<file path="config.mk">
export PLATFORM = sky130hd
export DESIGN_NAME = ldr_str_unit
export DESIGN_NICKNAME = d
export VERILOG_FILES = /design/src/rtl/ldr_str_unit.sv
export SDC_FILE = /design/constraint.sdc
export NUM_CORES = 1
export LEC_CHECK = 0
export CAP_MARGIN = 20
export CORE_MARGIN = 2
export CORE_UTILIZATION = 47
export DETAILED_ROUTE_END_ITERATION = 12
export PLACE_DENSITY = 0.86
export RECOVER_POWER = 25
export SLEW_MARGIN = 10
export SYNTH_ARGS = -nofsm -noshare
export SYNTH_HDL_FRONTEND = slang
export SYNTH_SLANG_ARGS = --single-unit
</file>
<file path="constraint.sdc">
create_clock -name clk -period 2.7 [get_ports clk]
set_input_delay 0.54 -clock clk [delete_from_list [all_inputs] [get_ports clk]]
set_output_delay 0.54 -clock clk [all_outputs]
set_load 0.1 [all_outputs]
</file>
<file path="src/rtl/ldr_str_unit.sv">
// Memory-access stage: runs one LDR/STR/LDRB/STRB at a time against the data RAM
// and returns load results to the register file's load write port.
module ldr_str_unit #(
  parameter int ADDR_W  = 11,
  parameter int TIMEOUT = 15
) (
  input  logic              clk,
  input  logic              rst,
  input  logic              start,
  input  logic              is_load,
  input  logic              is_byte,
  input  logic [ADDR_W-1:0] addr,
  input  logic [31:0]       str_data,
  input  logic [3:0]        rd_addr,
  output logic [ADDR_W-3:0] mem_addr,
  output logic [31:0]       mem_wdata,
  output logic [3:0]        mem_be,
  output logic              mem_ren,
  output logic              mem_wen,
  input  logic [31:0]       mem_rdata,
  input  logic              mem_ready,
  output logic [31:0]       w_data_ldr,
  output logic [3:0]        w_addr_ldr,
  output logic              w_en_ldr,
  output logic              busy,
  output logic              done,
  output logic              err
);

  typedef enum logic [2:0] {IDLE, REQ, WB, DONE, ERR} state_t;

  localparam logic [7:0] TMO = 8'(TIMEOUT);

  state_t            state, state_nxt;
  logic [ADDR_W-1:0] addr_q;
  logic [31:0]       data_q;
  logic [3:0]        rd_q;
  logic              load_q;
  logic              byte_q;
  logic [7:0]        wait_cnt;
  logic [31:0]       w_data_q;
  logic [3:0]        w_addr_q;
  logic [7:0]        rd_byte;
  logic [31:0]       load_val;
  logic              misaligned;

  assign misaligned = !is_byte && (addr[1:0] != 2'b00);

  always_comb begin
    rd_byte = mem_rdata[7:0];
    case (addr_q[1:0])
      2'd0: rd_byte = mem_rdata[7:0];
      2'd1: rd_byte = mem_rdata[15:8];
      2'd2: rd_byte = mem_rdata[23:16];
      2'd3: rd_byte = mem_rdata[31:24];
      default: rd_byte = mem_rdata[7:0];
    endcase
    load_val = byte_q ? {24'd0, rd_byte} : mem_rdata;
  end

  // The load result is registered on the ready edge so it stays put after WB.
  always_ff @(posedge clk) begin
    if (rst) begin
      state    <= IDLE;
      addr_q   <= '0;
      data_q   <= '0;
      rd_q     <= '0;
      load_q   <= 1'b0;
      byte_q   <= 1'b0;
      wait_cnt <= '0;
      w_data_q <= '0;
      w_addr_q <= '0;
    end else begin
      state <= state_nxt;
      case (state)
        IDLE: begin
          if (start) begin
            addr_q   <= addr;
            data_q   <= str_data;
            rd_q     <= rd_addr;
            load_q   <= is_load;
            byte_q   <= is_byte;
            wait_cnt <= '0;
          end
        end
        REQ: begin
          if (mem_ready) begin
            if (load_q) begin
              w_data_q <= load_val;
              w_addr_q <= rd_q;
            end
          end else begin
            wait_cnt <= wait_cnt + 8'd1;
          end
        end
        default: ;
      endcase
    end
  end

  always_comb begin
    state_nxt = state;
    mem_addr  = '0;
    mem_wdata = '0;
    mem_be    = '0;
    mem_ren   = 1'b0;
    mem_wen   = 1'b0;
    w_en_ldr  = 1'b0;
    busy      = (state != IDLE);
    done      = 1'b0;
    err       = 1'b0;
    case (state)
      IDLE: begin
        if (start) state_nxt = misaligned ? ERR : REQ;
      end
      REQ: begin
        mem_addr  = addr_q[ADDR_W-1:2];
        mem_ren   = load_q;
        mem_wen   = !load_q;
        mem_be    = byte_q ? (4'b0001 << addr_q[1:0]) : 4'b1111;
        mem_wdata = byte_q ? {4{data_q[7:0]}} : data_q;
        if (mem_ready)
          state_nxt = load_q ? WB : DONE;
        else if (wait_cnt + 8'd1 == TMO)
          state_nxt = ERR;
      end
      WB: begin
        // PC is never written through this port.
        w_en_ldr  = (rd_q != 4'd15);
        state_nxt = DONE;
      end
      DONE: begin
        done      = 1'b1;
        state_nxt = IDLE;
      end
      ERR: begin
        done      = 1'b1;
        err       = 1'b1;
        state_nxt = IDLE;
      end
      default: state_nxt = IDLE;
    endcase
  end

  assign w_data_ldr = w_data_q;
  assign w_addr_ldr = w_addr_q;

endmodule

</file>
==> key figures <==
STA
  • Tmin final: roughly 2.6 ns
  • Measured slew at the worst slew-check pin: 1.20 ns
  • Total negative slack: 0 ns
  • Worst Clk Skew: around 0.013 ns
  • Fin crit share: 0.971
  • Hold Violations, Final: 0
  • Worst slew margin: 0.201
  • Number of slew-limit violations in the final report: 0
  • Max Freq: approximately 0.38 GHz
  • Final setup fails: 0
  • PnR worst setup slack: slightly below 0.08 ns
  • RSZ-0062 raised after global routing: true

Logic synthesis
  • Seq/Total Area, Yosys: 0.448
  • Mean Syn Cell Area: 7.45 sq um
  • Post-Syn Area: about 4300 sq um
  • Largest area contributor in the netlist: dfxtp_1
  • Top-area cell type share of the netlist area: 0.448
  • Synth Register Bits: 96
  • Mapped Cells: around 580
  • Top post-synthesis cells by area: dfxtp_1 (45%), nand2_1 (15%), a21oi_1 (14%)
  • Netlist cell types: 41
  • Synthesized Nets: roughly 660
  • Synthesis Warnings: 0

Job
  • Maxcap violations: 0

Global routing
  • Largest net degree at the start of global routing: 64
  • Gr usage total: 0.275
  • Overflow after GRT: 0
  • Vias in the first global route: roughly 4600
  • First-pass GRT wire length: about 22000 um
  • Antenna violations before repair: 0

Place
  • Number of I/O port buffers: around 170
  • Pre-CTS WS: between 0.4 and 0.5 ns
  • Placement-stage cell area: around 6500 sq um
  • Placed cell count: ~800
  • DP Wirelength: ~10000 um
  • Placer Congestion: around 0.93

Power and ir drop
  • PD cells: about 570 nW/um^2
  • Worst VDD drop: approximately 0.3 mV
  • Leak: roughly 0.0023 uW

Worst setup path
  • Crit Path Class: reg -> out
  • WP data arrival: roughly 2.1 ns
  • Startpoint types: flop
  • R2R Setup Slk: ~0.65 ns
  • Worst EP required: 2.16 ns
  • Setup crit end kind: output pin
  • Worst Path Max Fanout: 29
  • R2r worst-path depth: 5

Finish
  • Finished Cell Area: around 6500 sq um
  • Fillers: 667
  • Diode count: 0
  • Multi-input combinational cell area: roughly 2200 sq um
  • Synth-to-layout area growth: 52.2%
  • Layout Cells excl Fill: 836
  • Commonest non-fill, non-tap cell in the layout: nand2_1
  • FF+latch area: around 1900 sq um
  • Most frequent cells in the layout: nand2_1 (176), a21oi_1 (113), dfxtp_1 (95)
  • Final net count: 810
  • Share of cells above drive strength 1: 0.132

Clocking
  • Clock slew at reported path FFs: roughly 0.09 ns
  • Hold-fix buffers at CTS: 0
  • Htree depth: 3
  • # clock sinks: 96
  • Root Buffer: clkbuf_8
  • Post-CTS setup buffers: 0
  • Clk_lat worst skew: around 0.36 ns
  • Clock buffer depth: 2
  • CTS Buf Count: 9
  • CTS tree: built

Min path
  • Hold Path Stages: 2
  • Min-Delay Path Class: reg -> reg

Floorplanning
  • Row cnt: 34
  • Horiz. Die Dim: 99.6 um
  • Core ar.: 8810 sq um
  • Height of the chip: approximately 100 um
  • Die area: just under 10000 sq um
  • Initial core utilization: 0.487
  • I/O pin total: 172

Detailed routing
  • Routed wire per std cell: 16.6 um
  • Initial DRC count: 271
  • Routed Antenna Nets: 0
  • Vias per cell: 5.51
  • Via Count: 4604
  • Post-Route WL: between 10000 and 15000 um
  • First-pass iteration count of the detailed router: 4
  • Number of remaining DRC errors: 0

Outcome
  • Outcome: complete, no violations
metal layers:
metal,vias to the layer above,wire [um],share of wire,GRT usage
li1,2236,-,-,-
met1,2125,5520,0.40,0.336
met2,214,6570,0.47,0.448
met3,29,1270,0.092,0.0745
met4,0,486,0.035,0.140
met5,-,0,0,0
repair_timing:
action,4_1_cts,5_1_grt
endpoints found under the hold margin,0,0
gates resized for setup,0,1
setup endpoints to repair,0,19
critical path: stages, from the launching register on:
cell and delay [ns]:
dfxtp_1 0.43, or3b_1 0.49, buf_4 0.29, a21oi_1 0.30, buf_12 0.22
cells by family (layout without fill, tap and decap cells):
kind of cell / Yosys count / count (layout) / share of synthesized area
simple gates: 264 / 264 / 0.273
fa+ha+maj: 2 / 2 / 0.00583
buf+inv: 52 / 204 / 0.0539
mux: 8 / 8 / 0.0187
compound gates: 152 / 152 / 0.197
xor+xnor: 2 / 2 / 0.00408
flops: 96 / 96 / 0.448
cell usage after synthesis:
master / count
nor2b_1: 2
xor2_1: 1
nor4_1: 2
o21ai_1: 2
o21a_1: 2
nand2b_1: 3
a2bb2oi_1: 8
xnor2_1: 1
buf_2: 14
nor4b_2: 1
clkbuf_1: 30
ha_1: 2
o32ai_1: 1
o21bai_1: 2
a211oi_1: 3
or3_1: 1
nor3b_1: 3
and4_1: 1
nand3_1: 28
or2_0: 1
buf_4: 1
a21oi_1: 121
o21ai_0: 4
nor4b_1: 1
and3_1: 2
buf_1: 1
nand3b_1: 3
or2_2: 1
nand4_1: 1
nor2_1: 12
nor3_1: 3
o22a_1: 1
mux2i_1: 8
and2_1: 21
dfxtp_1: 96
buf_6: 2
nand2_1: 176
o221ai_1: 8
or4b_1: 1
inv_1: 4
or3b_1: 1
registers in the layout, summed over array words and instances (netlist names), 3 cells and up:
name        cells
data_q         32
w_data_ldr     32
addr_q         11
wait_cnt        8
rd_q            4
w_addr_ldr      4
state           3
power by group:
part           switching [uW]  total (uW)  internal, uW
Clock                     498        1040           546
Sequential               59.0        1550          1490
Combinational             717        1100           388
Total                    1270        3700          2430
stage by stage:
stage           util  power, uW  hold slack, ns
2_1_floorplan      -       2270           0.432
3_3_place_gp   0.734       2680           0.438
3_5_place_dp   0.734       2700           0.445
4_1_cts        0.759       3720           0.459
5_1_grt        0.742       3840           0.480
6_report       0.742       3700           0.456
worst paths after layout:
| check | start | endpoint |
|---|---|---|
| min reg2reg | addr_q[9]$_SDFFE_PP0P_ | addr_q[9]$_SDFFE_PP0P_ |
| max | state[2]$_SDFFE_PP0P_ | mem_wdata[9] |
| min | addr_q[9]$_SDFFE_PP0P_ | addr_q[9]$_SDFFE_PP0P_ |
| max reg2reg | state[2]$_SDFFE_PP0P_ | data_q[16]$_SDFFE_PP0P_ |
layout make-up:
| type | instances | share of cell area |
|---|---|---|
| sequential | 96 | 0.294 |
| timing repair buffer | 184 | 0.314 |
| tap | 108 | 0.0207 |
| inverter | 4 | 0.00230 |
| multi-input combinational | 428 | 0.335 |
| clock inverter | 5 | 0.0123 |
| clock buffer | 11 | 0.0216 |
Note: power is estimated with default switching activity, not from simulation.
